$ cat src/rtl/bram_access_ctrl_pkg.sv
// bram_access_ctrl_pkg: shared BRAM geometry, controller state encoding and address-width helper.
package bram_access_ctrl_pkg;
    localparam int BRAM_WORDS_PER_BLOCK = 256;
    localparam int BRAM_DATA_W = 16;

    typedef enum logic {
        ST_IDLE  = 1'b0,
        ST_CLEAR = 1'b1
    } state_t;

    function automatic int calc_aw(input int num_blocks);
        return $clog2(BRAM_WORDS_PER_BLOCK) + $clog2(num_blocks);
    endfunction
endpackage

$ cat src/rtl/bram_access_ctrl_rr_arbiter2.sv
// rr_arbiter2: two-way round-robin arbiter; on contention the client not granted last wins.
module rr_arbiter2 (
    input  logic       i_clk,
    input  logic       i_rst_n,
    input  logic [1:0] i_req,
    input  logic       i_enable,
    output logic [1:0] o_gnt
);
    logic r_last;

    // r_last = 1 means client 1 (B) was granted last, so client 0 (A) wins the next tie
    always_comb begin
        o_gnt[0] = i_enable & i_req[0] & (~i_req[1] | r_last);
        o_gnt[1] = i_enable & i_req[1] & (~i_req[0] | ~r_last);
    end

    always_ff @(posedge i_clk) begin
        if (!i_rst_n) r_last <= 1'b1;
        else if (|o_gnt) r_last <= o_gnt[1];
    end
endmodule

$ cat src/rtl/bram_access_ctrl.sv
// bram_access_ctrl: shares a banked BRAM between clients A and B and sweeps it to CLEAR_VALUE on reset or command.
module bram_access_ctrl
    import bram_access_ctrl_pkg::*;
#(
    parameter int                     NUM_BLOCKS     = 16,
    parameter logic [BRAM_DATA_W-1:0] CLEAR_VALUE    = 16'h0000,
    parameter bit                     CLEAR_ON_RESET = 1'b1,
    localparam int                    AW             = calc_aw(NUM_BLOCKS)
) (
    input  logic                   i_clk,
    input  logic                   i_rst_n,
    input  logic                   i_a_req,
    input  logic                   i_a_we,
    input  logic [AW-1:0]          i_a_addr,
    input  logic [BRAM_DATA_W-1:0] i_a_wdata,
    output logic                   o_a_gnt,
    output logic                   o_a_rvalid,
    output logic [BRAM_DATA_W-1:0] o_a_rdata,
    input  logic                   i_b_req,
    input  logic                   i_b_we,
    input  logic [AW-1:0]          i_b_addr,
    input  logic [BRAM_DATA_W-1:0] i_b_wdata,
    output logic                   o_b_gnt,
    output logic                   o_b_rvalid,
    output logic [BRAM_DATA_W-1:0] o_b_rdata,
    input  logic                   i_clear_start,
    output logic                   o_busy,
    output logic                   o_clear_done,
    output logic                   o_bram_rd_en,
    output logic                   o_bram_wr_en,
    output logic [AW-1:0]          o_bram_rd_addr,
    output logic [AW-1:0]          o_bram_wr_addr,
    output logic [BRAM_DATA_W-1:0] o_bram_wdata,
    input  logic [BRAM_DATA_W-1:0] i_bram_rdata
);
    localparam logic [AW-1:0] LAST_ADDR = AW'(BRAM_WORDS_PER_BLOCK * NUM_BLOCKS - 1);

    state_t                 r_state;
    logic [AW-1:0]          r_cnt;
    logic                   r_clear_done;
    logic                   r_a_rvalid;
    logic                   r_b_rvalid;
    logic [AW-1:0]          r_rd_addr;
    logic [AW-1:0]          r_wr_addr;
    logic [BRAM_DATA_W-1:0] r_wdata;

    logic       w_clr;
    logic       w_arb_en;
    logic [1:0] w_gnt;
    logic       w_a_wr;
    logic       w_b_wr;
    logic       w_a_rd;
    logic       w_b_rd;

    rr_arbiter2 u_arb (
        .i_clk    (i_clk),
        .i_rst_n  (i_rst_n),
        .i_req    ({i_b_req, i_a_req}),
        .i_enable (w_arb_en),
        .o_gnt    (w_gnt)
    );

    // Sweep and client mux share the BRAM write port; reset gates everything so addresses hold
    always_comb begin
        w_clr          = i_rst_n & (r_state == ST_CLEAR);
        w_arb_en       = i_rst_n & (r_state == ST_IDLE) & ~i_clear_start;
        w_a_wr         = w_gnt[0] & i_a_we;
        w_b_wr         = w_gnt[1] & i_b_we;
        w_a_rd         = w_gnt[0] & ~i_a_we;
        w_b_rd         = w_gnt[1] & ~i_b_we;
        o_a_gnt        = w_gnt[0];
        o_b_gnt        = w_gnt[1];
        o_bram_wr_en   = w_clr | w_a_wr | w_b_wr;
        o_bram_rd_en   = w_a_rd | w_b_rd;
        o_bram_wr_addr = w_clr ? r_cnt : w_a_wr ? i_a_addr : w_b_wr ? i_b_addr : r_wr_addr;
        o_bram_wdata   = w_clr ? CLEAR_VALUE : w_a_wr ? i_a_wdata : w_b_wr ? i_b_wdata : r_wdata;
        o_bram_rd_addr = w_a_rd ? i_a_addr : w_b_rd ? i_b_addr : r_rd_addr;
        o_busy         = (r_state == ST_CLEAR);
        o_clear_done   = r_clear_done;
        o_a_rvalid     = r_a_rvalid;
        o_b_rvalid     = r_b_rvalid;
        o_a_rdata      = i_bram_rdata;
        o_b_rdata      = i_bram_rdata;
    end

    always_ff @(posedge i_clk) begin
        if (!i_rst_n) begin
            r_state      <= CLEAR_ON_RESET ? ST_CLEAR : ST_IDLE;
            r_cnt        <= '0;
            r_clear_done <= 1'b0;
            r_a_rvalid   <= 1'b0;
            r_b_rvalid   <= 1'b0;
            r_rd_addr    <= '0;
            r_wr_addr    <= '0;
            r_wdata      <= '0;
        end else begin
            r_a_rvalid <= w_a_rd;
            r_b_rvalid <= w_b_rd;
            r_rd_addr  <= o_bram_rd_addr;
            r_wr_addr  <= o_bram_wr_addr;
            r_wdata    <= o_bram_wdata;
            if (r_state == ST_CLEAR) begin
                r_cnt        <= (r_cnt == LAST_ADDR) ? '0 : r_cnt + 1'b1;
                r_clear_done <= (r_cnt == LAST_ADDR);
                if (r_cnt == LAST_ADDR) r_state <= ST_IDLE;
            end else begin
                r_clear_done <= 1'b0;
                if (i_clear_start) r_state <= ST_CLEAR;
            end
        end
    end
endmodule

$ cat config.mk
export PLATFORM = sky130hd
export DESIGN_NAME = bram_access_ctrl
export DESIGN_NICKNAME = d
export VERILOG_FILES = /design/src/rtl/bram_access_ctrl_pkg.sv /design/src/rtl/bram_access_ctrl_rr_arbiter2.sv /design/src/rtl/bram_access_ctrl.sv
export SDC_FILE = /design/constraint.sdc
export NUM_CORES = 1
export LEC_CHECK = 0
export BUFFER_PORTS_ARGS = -buffer_cell sky130_fd_sc_hd__clkbuf_2
export CAP_MARGIN = 20
export CORE_MARGIN = 1
export CORE_UTILIZATION = 49
export CTS_BUF_LIST = sky130_fd_sc_hd__clkbuf_4 sky130_fd_sc_hd__clkbuf_8
export DETAILED_ROUTE_END_ITERATION = 8
export PLACE_DENSITY_LB_ADDON = 0.25
export SLEW_MARGIN = 0
export SYNTH_ARGS = -nofsm -noshare
export SYNTH_HDL_FRONTEND = slang
export SYNTH_SLANG_ARGS = --single-unit
$ cat constraint.sdc
create_clock -name i_clk -period 2.2 [get_ports i_clk]
set_input_delay 0.44 -clock i_clk [delete_from_list [all_inputs] [get_ports i_clk]]
set_output_delay 0.44 -clock i_clk [all_outputs]
set_load 0.005 [all_outputs]
==> results.txt <==
----------------------------------------------------
[Layout]
  Total area of sequential cells ... about 0.0011 mm2
  Number of filler cells placed in the layout ... 536
  Multi-input gate area ... 0.00204 mm2
  Commonest non-fill, non-tap cells in the layout ... sky130_fd_sc_hd__clkbuf_2 (86), sky130_fd_sc_hd__nand2_1 (57), sky130_fd_sc_hd__dfxtp_1 (56)
  Layout Area Growth over Synthesis ... 34.8%
  Total Nets Final ... 634
  Most frequent standard cell in the layout excluding fill and tap cells ... sky130_fd_sc_hd__clkbuf_2
  Diode count ... 0
  Fraction of final layout cells with drive strength greater than 1 ... 37.4%

[STA]
  Share of the cycle needed by the critical path after routing ... 108%
  Number of slew-limit violations in the final report ... 0
  Final hold violation count ... 0
  Post-route setup slack ... -0.167 ns
  Final total negative setup slack ... -2.55 ns
  Min cycle time layout ... 2.37 ns
  Least-Margin Pin Slew ... 0.415 ns
  Setup repair after global routing missed its margin ... yes
  Final count of negative-setup-slack endpoints ... 40
  Fin Clk Skew ... 0.00352 ns
  Max-Slew Margin vs Limit ... 72.1%
  Fmax ... 423 MHz

[Clock tree]
  Root buf cell ... sky130_fd_sc_hd__clkbuf_8
  Number of levels in the clock H-tree ... 3
  Source-to-sink clock delay at the later pin of the worst-skew pair ... 0.33 ns
  CTS tree ... yes
  Clock tree sinks ... 57
  Num CTS Buffers ... 9
  Buffers from clock root to sink, at most ... 2
  Clock-pin slew on the worst setup and hold paths ... about 0.07 ns

[Global route]
  Antenna violations before repair ... 0
  Maximum number of pins on one net before global-route repair ... 51
  Vias in the first global route ... about 3400
  GRT Residual Overflow ... 0
  Wire length of the first global-routing pass ... around 16000 um
  Overall global routing resource usage ... between 20% and 30%

[Run]
  Max-cap check violation count ... 0

[Worst hold path]
  Beginning of the worst hold path ... i_a_wdata[2]
  Hold Crit Class ... input port to flop

[Floorplanning]
  Initial Utilization ... 50.7%
  Die ar. ... 0.00737 mm2
  Number of cell rows ... 30
  Vertical die dimension ... 85.9 um
  Die Span X ... 85.9 um
  IO Count ... 159
  CORE AREA ... 0.00679 mm2

[Status]
  Run status ... finished, violations left
  Failing checks ... setup timing

[Critical path]
  Arrival time at the worst endpoint ... 1.93 ns
  Worst Path Max Fanout ... 12
  Critical Path Start ... o_busy$_SDFF_PN1_
  Master of the slowest instance on the critical path ... sky130_fd_sc_hd__dfxtp_2
  Ordered cell list for the critical path ... nor3b_4, buf_12, nand4b_1, buf_6, clkbuf_16, a31oi_1, buf_2
  Worst setup path class ... flop to output pin
  Cell type group with the largest total delay on the critical path ... buffers and inverters
  Buffer and inverter count on the worst path ... 4
  Worst Setup Start Kind ... flop
  Highest cell delay on the worst timing path ... 0.33 ns
  Kind of end point of the critical path ... output pin
  Required time at the worst-slack endpoint ... around 1.8 ns
  RR Startpoint ... o_busy$_SDFF_PN1_

[Logic synthesis]
  Post-synthesis sequential area ratio ... 33.1%
  Seq cells post-synth ... 57
  Post-synth ARST share ... 0%
  Synthesized netlist cell count ... 461
  Number of library cell types mapped by synthesis ... 41
  Yosys warning count ... 0
  Dominant synthesized flop cell ... sky130_fd_sc_hd__dfxtp_1
  Combined area of all synthesized cells ... 0.00345 mm2
  Number of enable flip-flop cells after synthesis ... 0
  Average footprint of a synthesized cell ... 7.47 um2
  Synth Net Count ... around 540

[Pwr]
  IR drop worst, VDD ... ~0.00031 V
  Power Density ... 484 mW/mm2
  Leakage component of the power ... a little under 0.002 uW
  Power Total ... about 2200 uW

[Route]
  DRC marker count from the first detailed-route iteration ... roughly 270
  Via count ... 3866
  Wire length per cell ... 16.7 um
  Drt first pass iters ... 5
  Residual DRC count ... 0
  Post-DRT Antenna Nets ... 0
  Vias per Instance ... 5.90
  DRT Wirelength ... 11000 um

[Placement]
  # port buffers ... 110
  DP Wirelength ... 6550 um
  Weighted congestion at the end of routability-driven global placement ... 0.890

----------------------------------------------------
path summary, 6_finish.rpt:
path	slack (ns)	cells after the start	end
worst min-delay path	0.31	3	r_wdata[2]$_SDFF_PN0_
worst max-delay path	-0.17	7	o_bram_rd_addr[7]
worst max register to register	0.25	8	r_wr_addr[6]$_SDFF_PN0_
worst min register to register	0.49	2	r_rd_addr[10]$_SDFF_PN0_
report_power, final:
| part | switching [uW] | internal, uW | leakage, uW |
|---|---|---|---|
| Sequential | 8.42 | 1040 | 0.000459 |
| Combinational | 112 | 84.1 | 0.00141 |
| Clock | 441 | 562 | 0.0000987 |
synth_stat cells (2+ instances only):
cell type                  instances  area (um2)
sky130_fd_sc_hd__nor4_1            2        12.5
sky130_fd_sc_hd__nand2b_1          2        12.5
sky130_fd_sc_hd__o22ai_1           2        12.5
sky130_fd_sc_hd__nand3b_1          2        15.0
sky130_fd_sc_hd__and3_1            3        18.8
sky130_fd_sc_hd__a31oi_1          36         225
sky130_fd_sc_hd__o21ai_0          50         250
sky130_fd_sc_hd__clkbuf_1         20        75.1
sky130_fd_sc_hd__nor2b_1           2        12.5
sky130_fd_sc_hd__nand3_1          13        65.1
sky130_fd_sc_hd__nand2_1          61         229
sky130_fd_sc_hd__nand4_1           5        31.3
sky130_fd_sc_hd__a32oi_1           3        26.3
sky130_fd_sc_hd__nor2_1           24        90.1
sky130_fd_sc_hd__buf_4            36         270
sky130_fd_sc_hd__a21oi_1          29         145
sky130_fd_sc_hd__buf_6             3        33.8
sky130_fd_sc_hd__inv_1            16        60.1
sky130_fd_sc_hd__nor3_1            3        15.0
sky130_fd_sc_hd__a211oi_1         12        90.1
sky130_fd_sc_hd__buf_2             9        45.0
sky130_fd_sc_hd__o21ai_1          19        95.1
sky130_fd_sc_hd__mux2i_1          16         160
sky130_fd_sc_hd__o211ai_1          9        67.6
sky130_fd_sc_hd__dfxtp_1          57        1140
sky130_fd_sc_hd__xnor2_1           6        52.6
sky130_fd_sc_hd__xor2_1            3        26.3
sky130_fd_sc_hd__and2_1            5        31.3
state kept, by name, indices dropped and copies added (netlist names):
| signal | flops |
|---|---|
| u_arb.r_last | 1 |
| r_wdata | 16 |
| o_a_rvalid | 1 |
| r_cnt | 12 |
| o_busy | 1 |
| o_clear_done | 1 |
| r_wr_addr | 12 |
| o_b_rvalid | 1 |
| r_rd_addr | 12 |
final cells by class:
type	count	area share, %
sequential	57	24.6
clock inverter	5	1.19
timing repair buffer	150	23.4
inverter	16	1.29
multi-input combinational	320	43.9
clock buffer	11	3.12
tap	96	2.59
worst reg2reg max path, cell delays in order (launching register included):
cell and delay, ns:
sky130_fd_sc_hd__dfxtp_2 0.33, sky130_fd_sc_hd__nor3b_4 0.25, sky130_fd_sc_hd__buf_12 0.17, sky130_fd_sc_hd__and4_4 0.28, sky130_fd_sc_hd__buf_4 0.14, sky130_fd_sc_hd__bufbuf_16 0.26, sky130_fd_sc_hd__buf_4 0.23, sky130_fd_sc_hd__nand3_1 0.10
sky130_fd_sc_hd__o211ai_1 0.10
layer usage:
layer	global-route usage, %	share of wire, %	vias to the layer above
met3	5.58	6.8	29
met2	46.0	47	192
met5	0	0	-
li1	-	-	1807
met1	34.6	43	1838
met4	10.8	3.1	0
stage by stage:
| step | hold slack (ns) | instances | worst slack [ns] | util, % | area (um2) |
|---|---|---|---|---|---|
| finish | 0.314 | 655 | -0.167 | 68.4 | 4650 |
| global route | 0.322 | 655 | -0.231 | 68.4 | 4650 |
| CTS | 0.313 | 647 | -0.0505 | 64.7 | 4390 |
| detailed placement | 0.479 | 623 | -0.0594 | 58.3 | 3960 |
| global placement | 0.466 | 623 | -0.0234 | 58.3 | 3960 |
| floorplan | 0.456 | 461 | 0.298 | - | 3450 |
logic make-up (layout without fill, tap and decap cells):
| logic type | after synthesis | count (layout) | share of synthesized area, % |
|---|---|---|---|
| xor gates and xnor gates | 9 | 9 | 2.29 |
| adders and majority gates | 1 | 1 | 0.363 |
| muxes | 16 | 16 | 4.65 |
| DFF | 57 | 57 | 33.1 |
| AOI/OAI and AO/OA | 164 | 164 | 27.6 |
| and+or+nand+nor | 130 | 130 | 18.0 |
| buffers and inverters | 84 | 182 | 14.1 |
what timing repair did:
item / CTS / global route
endpoints found under the setup margin: 40 / 40
gates cloned: 3 / 4
pin swaps: 33 / 19
hold buffers: 0 / 0
buffers inserted: 5 / 4
resized for setup: 26 / 55
No activity file was read; power rests on OpenSTA's default activity.
